[config.mk]
export PLATFORM = sky130hd
export DESIGN_NAME = branch_resolution_unit
export DESIGN_NICKNAME = d
export VERILOG_FILES = /design/src/rtl/branch_resolution_unit.sv
export SDC_FILE = /design/constraint.sdc
export NUM_CORES = 1
export LEC_CHECK = 0
export CORE_ASPECT_RATIO = 0.8
export CORE_MARGIN = 10
export CORE_UTILIZATION = 59
export CTS_BUF_LIST = sky130_fd_sc_hd__clkbuf_16
export DETAILED_ROUTE_END_ITERATION = 10
export HOLD_SLACK_MARGIN = 0.06
export PLACE_DENSITY = 0.84
export SLEW_MARGIN = 20
export SYNTH_ARGS = -nofsm -noshare
export SYNTH_HDL_FRONTEND = slang
export SYNTH_SLANG_ARGS = --single-unit
[constraint.sdc]
create_clock -name clk -period 10.1 [get_ports clk]
set_clock_uncertainty 0.05 [all_clocks]
set_input_delay 1.01 -clock clk [delete_from_list [all_inputs] [get_ports clk]]
set_output_delay 1.01 -clock clk [all_outputs]
set_load 0.01 [all_outputs]
[src/rtl/branch_resolution_unit.sv]
// In-order tracker for predicted conditional branches: resolves each against the
// EX outcome, feeds the predictor, and redirects/flushes on a mispredict.
module branch_resolution_unit #(
    parameter int ADDR_WIDTH = 32,
    parameter int DEPTH      = 4,
    parameter int CNT_WIDTH  = 32
) (
    input  logic                        clk,
    input  logic                        rst,
    input  logic                        i_dec_valid,
    input  logic [ADDR_WIDTH-1:0]       i_dec_pc,
    input  logic [ADDR_WIDTH-1:0]       i_dec_target,
    input  logic                        i_dec_prediction,
    output logic                        o_dec_ready,
    input  logic                        i_ex_valid,
    input  logic                        i_ex_outcome,
    output logic                        o_fb_valid,
    output logic [ADDR_WIDTH-1:0]       o_fb_pc,
    output logic                        o_fb_prediction,
    output logic                        o_fb_outcome,
    output logic                        o_redirect_valid,
    output logic [ADDR_WIDTH-1:0]       o_redirect_pc,
    output logic                        o_flush,
    output logic [$clog2(DEPTH):0]      o_occupancy,
    output logic [CNT_WIDTH-1:0]        o_branch_count,
    output logic [CNT_WIDTH-1:0]        o_mispredict_count,
    output logic                        o_err_underflow
);

    localparam int PTR_W = $clog2(DEPTH);
    localparam int OCC_W = PTR_W + 1;
    localparam logic [PTR_W-1:0]      PTR_ONE   = PTR_W'(1);
    localparam logic [OCC_W-1:0]      OCC_ONE   = OCC_W'(1);
    localparam logic [OCC_W-1:0]      OCC_FULL  = OCC_W'(DEPTH);
    localparam logic [CNT_WIDTH-1:0]  CNT_ONE   = CNT_WIDTH'(1);
    localparam logic [ADDR_WIDTH-1:0] SLOT_SKIP = ADDR_WIDTH'(8);

    typedef enum logic {
        RUN     = 1'b0,
        RECOVER = 1'b1
    } state_t;

    state_t                 state_q, state_d;
    logic [PTR_W-1:0]       head_q, head_d, tail_q, tail_d;
    logic [OCC_W-1:0]       occ_q, occ_d;
    logic                   fb_valid_q, fb_valid_d;
    logic [ADDR_WIDTH-1:0]  fb_pc_q, fb_pc_d;
    logic                   fb_pred_q, fb_pred_d;
    logic                   fb_out_q, fb_out_d;
    logic                   redir_valid_q, redir_valid_d;
    logic [ADDR_WIDTH-1:0]  redir_pc_q, redir_pc_d;
    logic [CNT_WIDTH-1:0]   br_cnt_q, br_cnt_d;
    logic [CNT_WIDTH-1:0]   mp_cnt_q, mp_cnt_d;
    logic                   err_q, err_d;

    logic [ADDR_WIDTH-1:0]  pc_mem   [DEPTH];
    logic [ADDR_WIDTH-1:0]  tgt_mem  [DEPTH];
    logic                   pred_mem [DEPTH];

    logic                   push, pop, mispredict, push_commit;
    logic [ADDR_WIDTH-1:0]  correct_pc;

    assign o_dec_ready = (state_q == RUN) && (occ_q < OCC_FULL);
    assign push        = i_dec_valid && o_dec_ready;
    assign pop         = i_ex_valid && (occ_q != '0) && (state_q == RUN);
    assign mispredict  = pop && (pred_mem[head_q] != i_ex_outcome);
    // A push coinciding with a mispredict is on the wrong path and must not land.
    assign push_commit = push && !mispredict;
    assign correct_pc  = i_ex_outcome ? tgt_mem[head_q] : pc_mem[head_q] + SLOT_SKIP;

    always_comb begin
        state_d       = RUN;
        head_d        = head_q;
        tail_d        = tail_q;
        occ_d         = occ_q;
        fb_valid_d    = pop;
        fb_pc_d       = fb_pc_q;
        fb_pred_d     = fb_pred_q;
        fb_out_d      = fb_out_q;
        redir_valid_d = mispredict;
        redir_pc_d    = redir_pc_q;
        br_cnt_d      = br_cnt_q;
        mp_cnt_d      = mp_cnt_q;
        err_d         = err_q || (i_ex_valid && !pop);

        if (pop) begin
            fb_pc_d   = pc_mem[head_q];
            fb_pred_d = pred_mem[head_q];
            fb_out_d  = i_ex_outcome;
            if (br_cnt_q != '1) br_cnt_d = br_cnt_q + CNT_ONE;
        end

        if (mispredict) begin
            state_d    = RECOVER;
            redir_pc_d = correct_pc;
            head_d     = tail_q;
            occ_d      = '0;
            if (mp_cnt_q != '1) mp_cnt_d = mp_cnt_q + CNT_ONE;
        end else begin
            if (push_commit) tail_d = tail_q + PTR_ONE;
            if (pop)         head_d = head_q + PTR_ONE;
            if (push_commit && !pop)      occ_d = occ_q + OCC_ONE;
            else if (pop && !push_commit) occ_d = occ_q - OCC_ONE;
        end
    end

    always_ff @(posedge clk) begin
        if (rst) begin
            state_q       <= RUN;
            head_q        <= '0;
            tail_q        <= '0;
            occ_q         <= '0;
            fb_valid_q    <= 1'b0;
            fb_pc_q       <= '0;
            fb_pred_q     <= 1'b0;
            fb_out_q      <= 1'b0;
            redir_valid_q <= 1'b0;
            redir_pc_q    <= '0;
            br_cnt_q      <= '0;
            mp_cnt_q      <= '0;
            err_q         <= 1'b0;
        end else begin
            state_q       <= state_d;
            head_q        <= head_d;
            tail_q        <= tail_d;
            occ_q         <= occ_d;
            fb_valid_q    <= fb_valid_d;
            fb_pc_q       <= fb_pc_d;
            fb_pred_q     <= fb_pred_d;
            fb_out_q      <= fb_out_d;
            redir_valid_q <= redir_valid_d;
            redir_pc_q    <= redir_pc_d;
            br_cnt_q      <= br_cnt_d;
            mp_cnt_q      <= mp_cnt_d;
            err_q         <= err_d;
        end
    end

    // Entry storage carries no reset; validity comes from the pointers alone.
    always_ff @(posedge clk) begin
        if (!rst && push_commit) begin
            pc_mem[tail_q]   <= i_dec_pc;
            tgt_mem[tail_q]  <= i_dec_target;
            pred_mem[tail_q] <= i_dec_prediction;
        end
    end

    assign o_fb_valid         = fb_valid_q;
    assign o_fb_pc            = fb_pc_q;
    assign o_fb_prediction    = fb_pred_q;
    assign o_fb_outcome       = fb_out_q;
    assign o_redirect_valid   = redir_valid_q;
    assign o_redirect_pc      = redir_pc_q;
    assign o_flush            = (state_q == RECOVER);
    assign o_occupancy        = occ_q;
    assign o_branch_count     = br_cnt_q;
    assign o_mispredict_count = mp_cnt_q;
    assign o_err_underflow    = err_q;

endmodule

==> results.cfg <==
[run_status]
run_status = completed

[sta]
grt_setup_unrepaired = no
achievable-frequency_mhz = 253
final.hold.worst_slack_ns = 0.409
totalNegativeSetupSlack_ns = 0
max_slew.worst_pin.slew_ns = 0.922
slew_viol_final = 0
setup_violations = 0
max-slew-margin-rel = 0.383
period_minus_slack_ns = 3.95
report.final.hold_viol_count = 0
timing.final.crit_share = 0.391

[critical_path]
arrival_ns = 4.06
worstPathMaxFanout = 45
criticalPathCategory = flip-flop to flip-flop
worst_r2r_setup_slack_ns = 6.15
end_kind = flip-flop
setup.worst_path.start_class = flip-flop
worst_path_largest_cell_delay_ns = 0.75
crit_path_top_delay_cell = dfxtp_4
crit_chain = mux4_2 > xnor2_2 > nor2_2 > nor3_1 > and2_2 > buf_4
worstPathRequired_ns = 10.21

[clock_network]
clockRootBuffer = clkbuf_16
clock_tree.htree_level_count = 2
clk_transition_reported_paths_ns = 0.06
clock_latency_ns = 0.54
cts.sinks = 402
cts_tree = built
cts-resized-gates = 0
cts.path.max_buffers = 3
cts_made_buffers = 39
post-cts-setup-buffers = 0
cts_hold_buffers = 0

[synth]
yosysMostFrequentCell = edfxtp_1
synth_top_cell_by_area = edfxtp_1
synth_warnings = 0
synth_top_cells_by_area = edfxtp_1 48%, dfxtp_1 18%, mux4_2 9.1%, nand2_1 2.7%, xnor2_1 2.5%
yosysSeqAreaShare = 0.659
synth_cell_types = 63
area_of_the_mapped_netlist_sq_um = 16200
synthCells = 1161
mean_instance_size_in_the_synthesized_netlist_sq_um = 13.9
ys.flop_type = edfxtp_1
synth_common_cells = 260 x edfxtp_1, 142 x dfxtp_1, 116 x nand2_1
synth_enable_flop_cells = 260
yosys_register_bits = 402
yosys.area.top_type_share = 0.483
synthArstFlopShare = 0
synth.net_count = 1240

[power_and_ir_drop]
power.density_nw_per_um2 = 219
p_leak_nw = 6.32
worst_ir_drop_vdd_uv = 193

[global_routing]
antenna_found_initial = 0
largest_net_degree_at_the_start_of_global_routing = 75
grt_overflow_total = 0
groute.usage.overall = 0.221
number_of_global_route_vias_before_repair = 10500
grt_pass1_wl_um = 59800

[cells_and_area]
finish.net_count = 1439
layout_stage_area_growth_over_the_synthesis_result_pct = 22.0
insertedDiodeCount = 0
share_of_final_layout_standard_cells_stronger_than_drive_strength_1 = 0.114
fill_cells = 1739

[route]
dr.first_iter.drc_count = 916
first_pass_iters = 5
routedWlPerCell_um = 22.0
wl_um = 38700
drc_errors = 0
drtAntennaViolNets = 0
met1Wirelength_um = 15900
routed-wl-met2_um = 18600
wl_met3_um = 3030
top_layer_used_by_detailed_routing = met4
route.detailed.vias_per_inst = 5.98
via_count = 10500

[die]
design.die.area_sq_um = 34500
die_width_um = 205
core_region_area_sq_um = 27200
chipHeight_um = 168
initial_util = 0.595
pin_count = 208
row_count = 54

[job]
timing.max_cap.violations = 0

[min_path]
min_path_type = flip-flop to flip-flop

[placed_design]
gp_routability_congestion = 0.850
numPortBuffers = 207
detailed_place_hpwl_um = 25600
## layout by cell type, fill, tap and decap left out, types with 5 or more instances in the layout
cell / instances
edfxtp_1: 260
nor3b_1: 5
nand3b_1: 7
clkinv_1: 8
mux2i_1: 7
o21ai_1: 10
xor2_1: 33
nand4_1: 30
ha_1: 8
clkdlybuf4s50_1: 206
nor4_1: 7
o21ai_0: 17
nand2_1: 116
clkinv_2: 9
and4_1: 10
and3_1: 11
nor2b_1: 7
nand3_1: 34
nor3_1: 28
xnor2_1: 46
buf_4: 14
a22oi_1: 11
nor2_1: 94
mux4_2: 65
or3_1: 5
a211oi_1: 10
dfxtp_1: 140
a21oi_1: 57
inv_1: 20
nand2b_1: 6
clkbuf_16: 40
and2_1: 8
## metrics by stage
step | cell area (sq um) | power (W) | util | std cells | worst slack (ns)
after CTS | 19700 | 0.00434 | 0.726 | 1755 | 6.13
after detailed placement | 18500 | 0.00297 | 0.682 | 1683 | 5.88
final | 19700 | 0.00432 | 0.727 | 1755 | 6.15
after global routing | 19700 | 0.00449 | 0.727 | 1755 | 5.88
after global placement | 18500 | 0.00294 | 0.682 | 1683 | 6.04
after floorplan | 16200 | 0.00260 | - | 1161 | 6.20
## worst max-delay path: cells and delay by family, from the launching register on
kind          cells  cell delay, ns
xor+xnor          1            0.39
mux               1            0.68
buf+inv           1            0.65
simple gates      3            0.98
flops             1            0.75
## final timing paths
check | startpoint | cells after the start | end
max | flip-flop | 6 | pc_mem[2][21]
min | o_fb_pc[11] | 2 | o_fb_pc[11]
max reg2reg | flip-flop | 6 | pc_mem[2][21]
min reg2reg | o_fb_pc[11] | 2 | o_fb_pc[11]
## routing by layer
| layer | GRT usage | vias up |
|---|---|---|
| met5 | 0 | - |
| met4 | 0.0750 | 0 |
| met3 | 0.0428 | 80 |
| met2 | 0.358 | 467 |
| met1 | 0.293 | 5197 |
| li1 | - | 4755 |
## power by group
| group | switching [W] | leakage (nW) | internal, W |
|---|---|---|---|
| combinational | 0.000515 | 2.18 | 0.000402 |
| sequential | 0.000101 | 3.51 | 0.00192 |
| clock | 0.000607 | 0.634 | 0.000775 |
## sequential cells by signal, indices dropped and copies added (netlist names), named ones only
| register | count |
|---|---|
| o_mispredict_count | 32 |
| o_flush | 1 |
| tail_q | 2 |
| o_fb_prediction | 1 |
| o_branch_count | 32 |
| o_occupancy | 3 |
| o_redirect_pc | 32 |
| o_fb_outcome | 1 |
| tgt_mem | 128 |
| head_q | 2 |
| o_fb_valid | 1 |
| o_err_underflow | 1 |
| o_fb_pc | 32 |
| pc_mem | 128 |
| pred_mem | 4 |
## cell type report
| type | count | area, sq um | share of cell area |
|---|---|---|---|
| Clock buffer | 40 | 1000 | 0.0507 |
| Clock inverter | 32 | 213 | 0.0108 |
| Inverter | 12 | 45.0 | 0.00228 |
| Multi-Input combinational cell | 685 | 5200 | 0.263 |
| Sequential cell | 402 | 10700 | 0.540 |
| Tap cell | 364 | 455 | 0.0231 |
| Timing Repair Buffer | 220 | 2170 | 0.110 |
## cell families after synthesis
group / after synthesis / share of synthesized area
compound gates: 128 / 0.0485
buf+inv: 74 / 0.0213
flops: 402 / 0.659
simple gates: 392 / 0.123
fa+ha+maj: 9 / 0.00743
xor+xnor: 80 / 0.0438
mux: 76 / 0.0976
No activity file was read; power rests on OpenSTA's default activity.
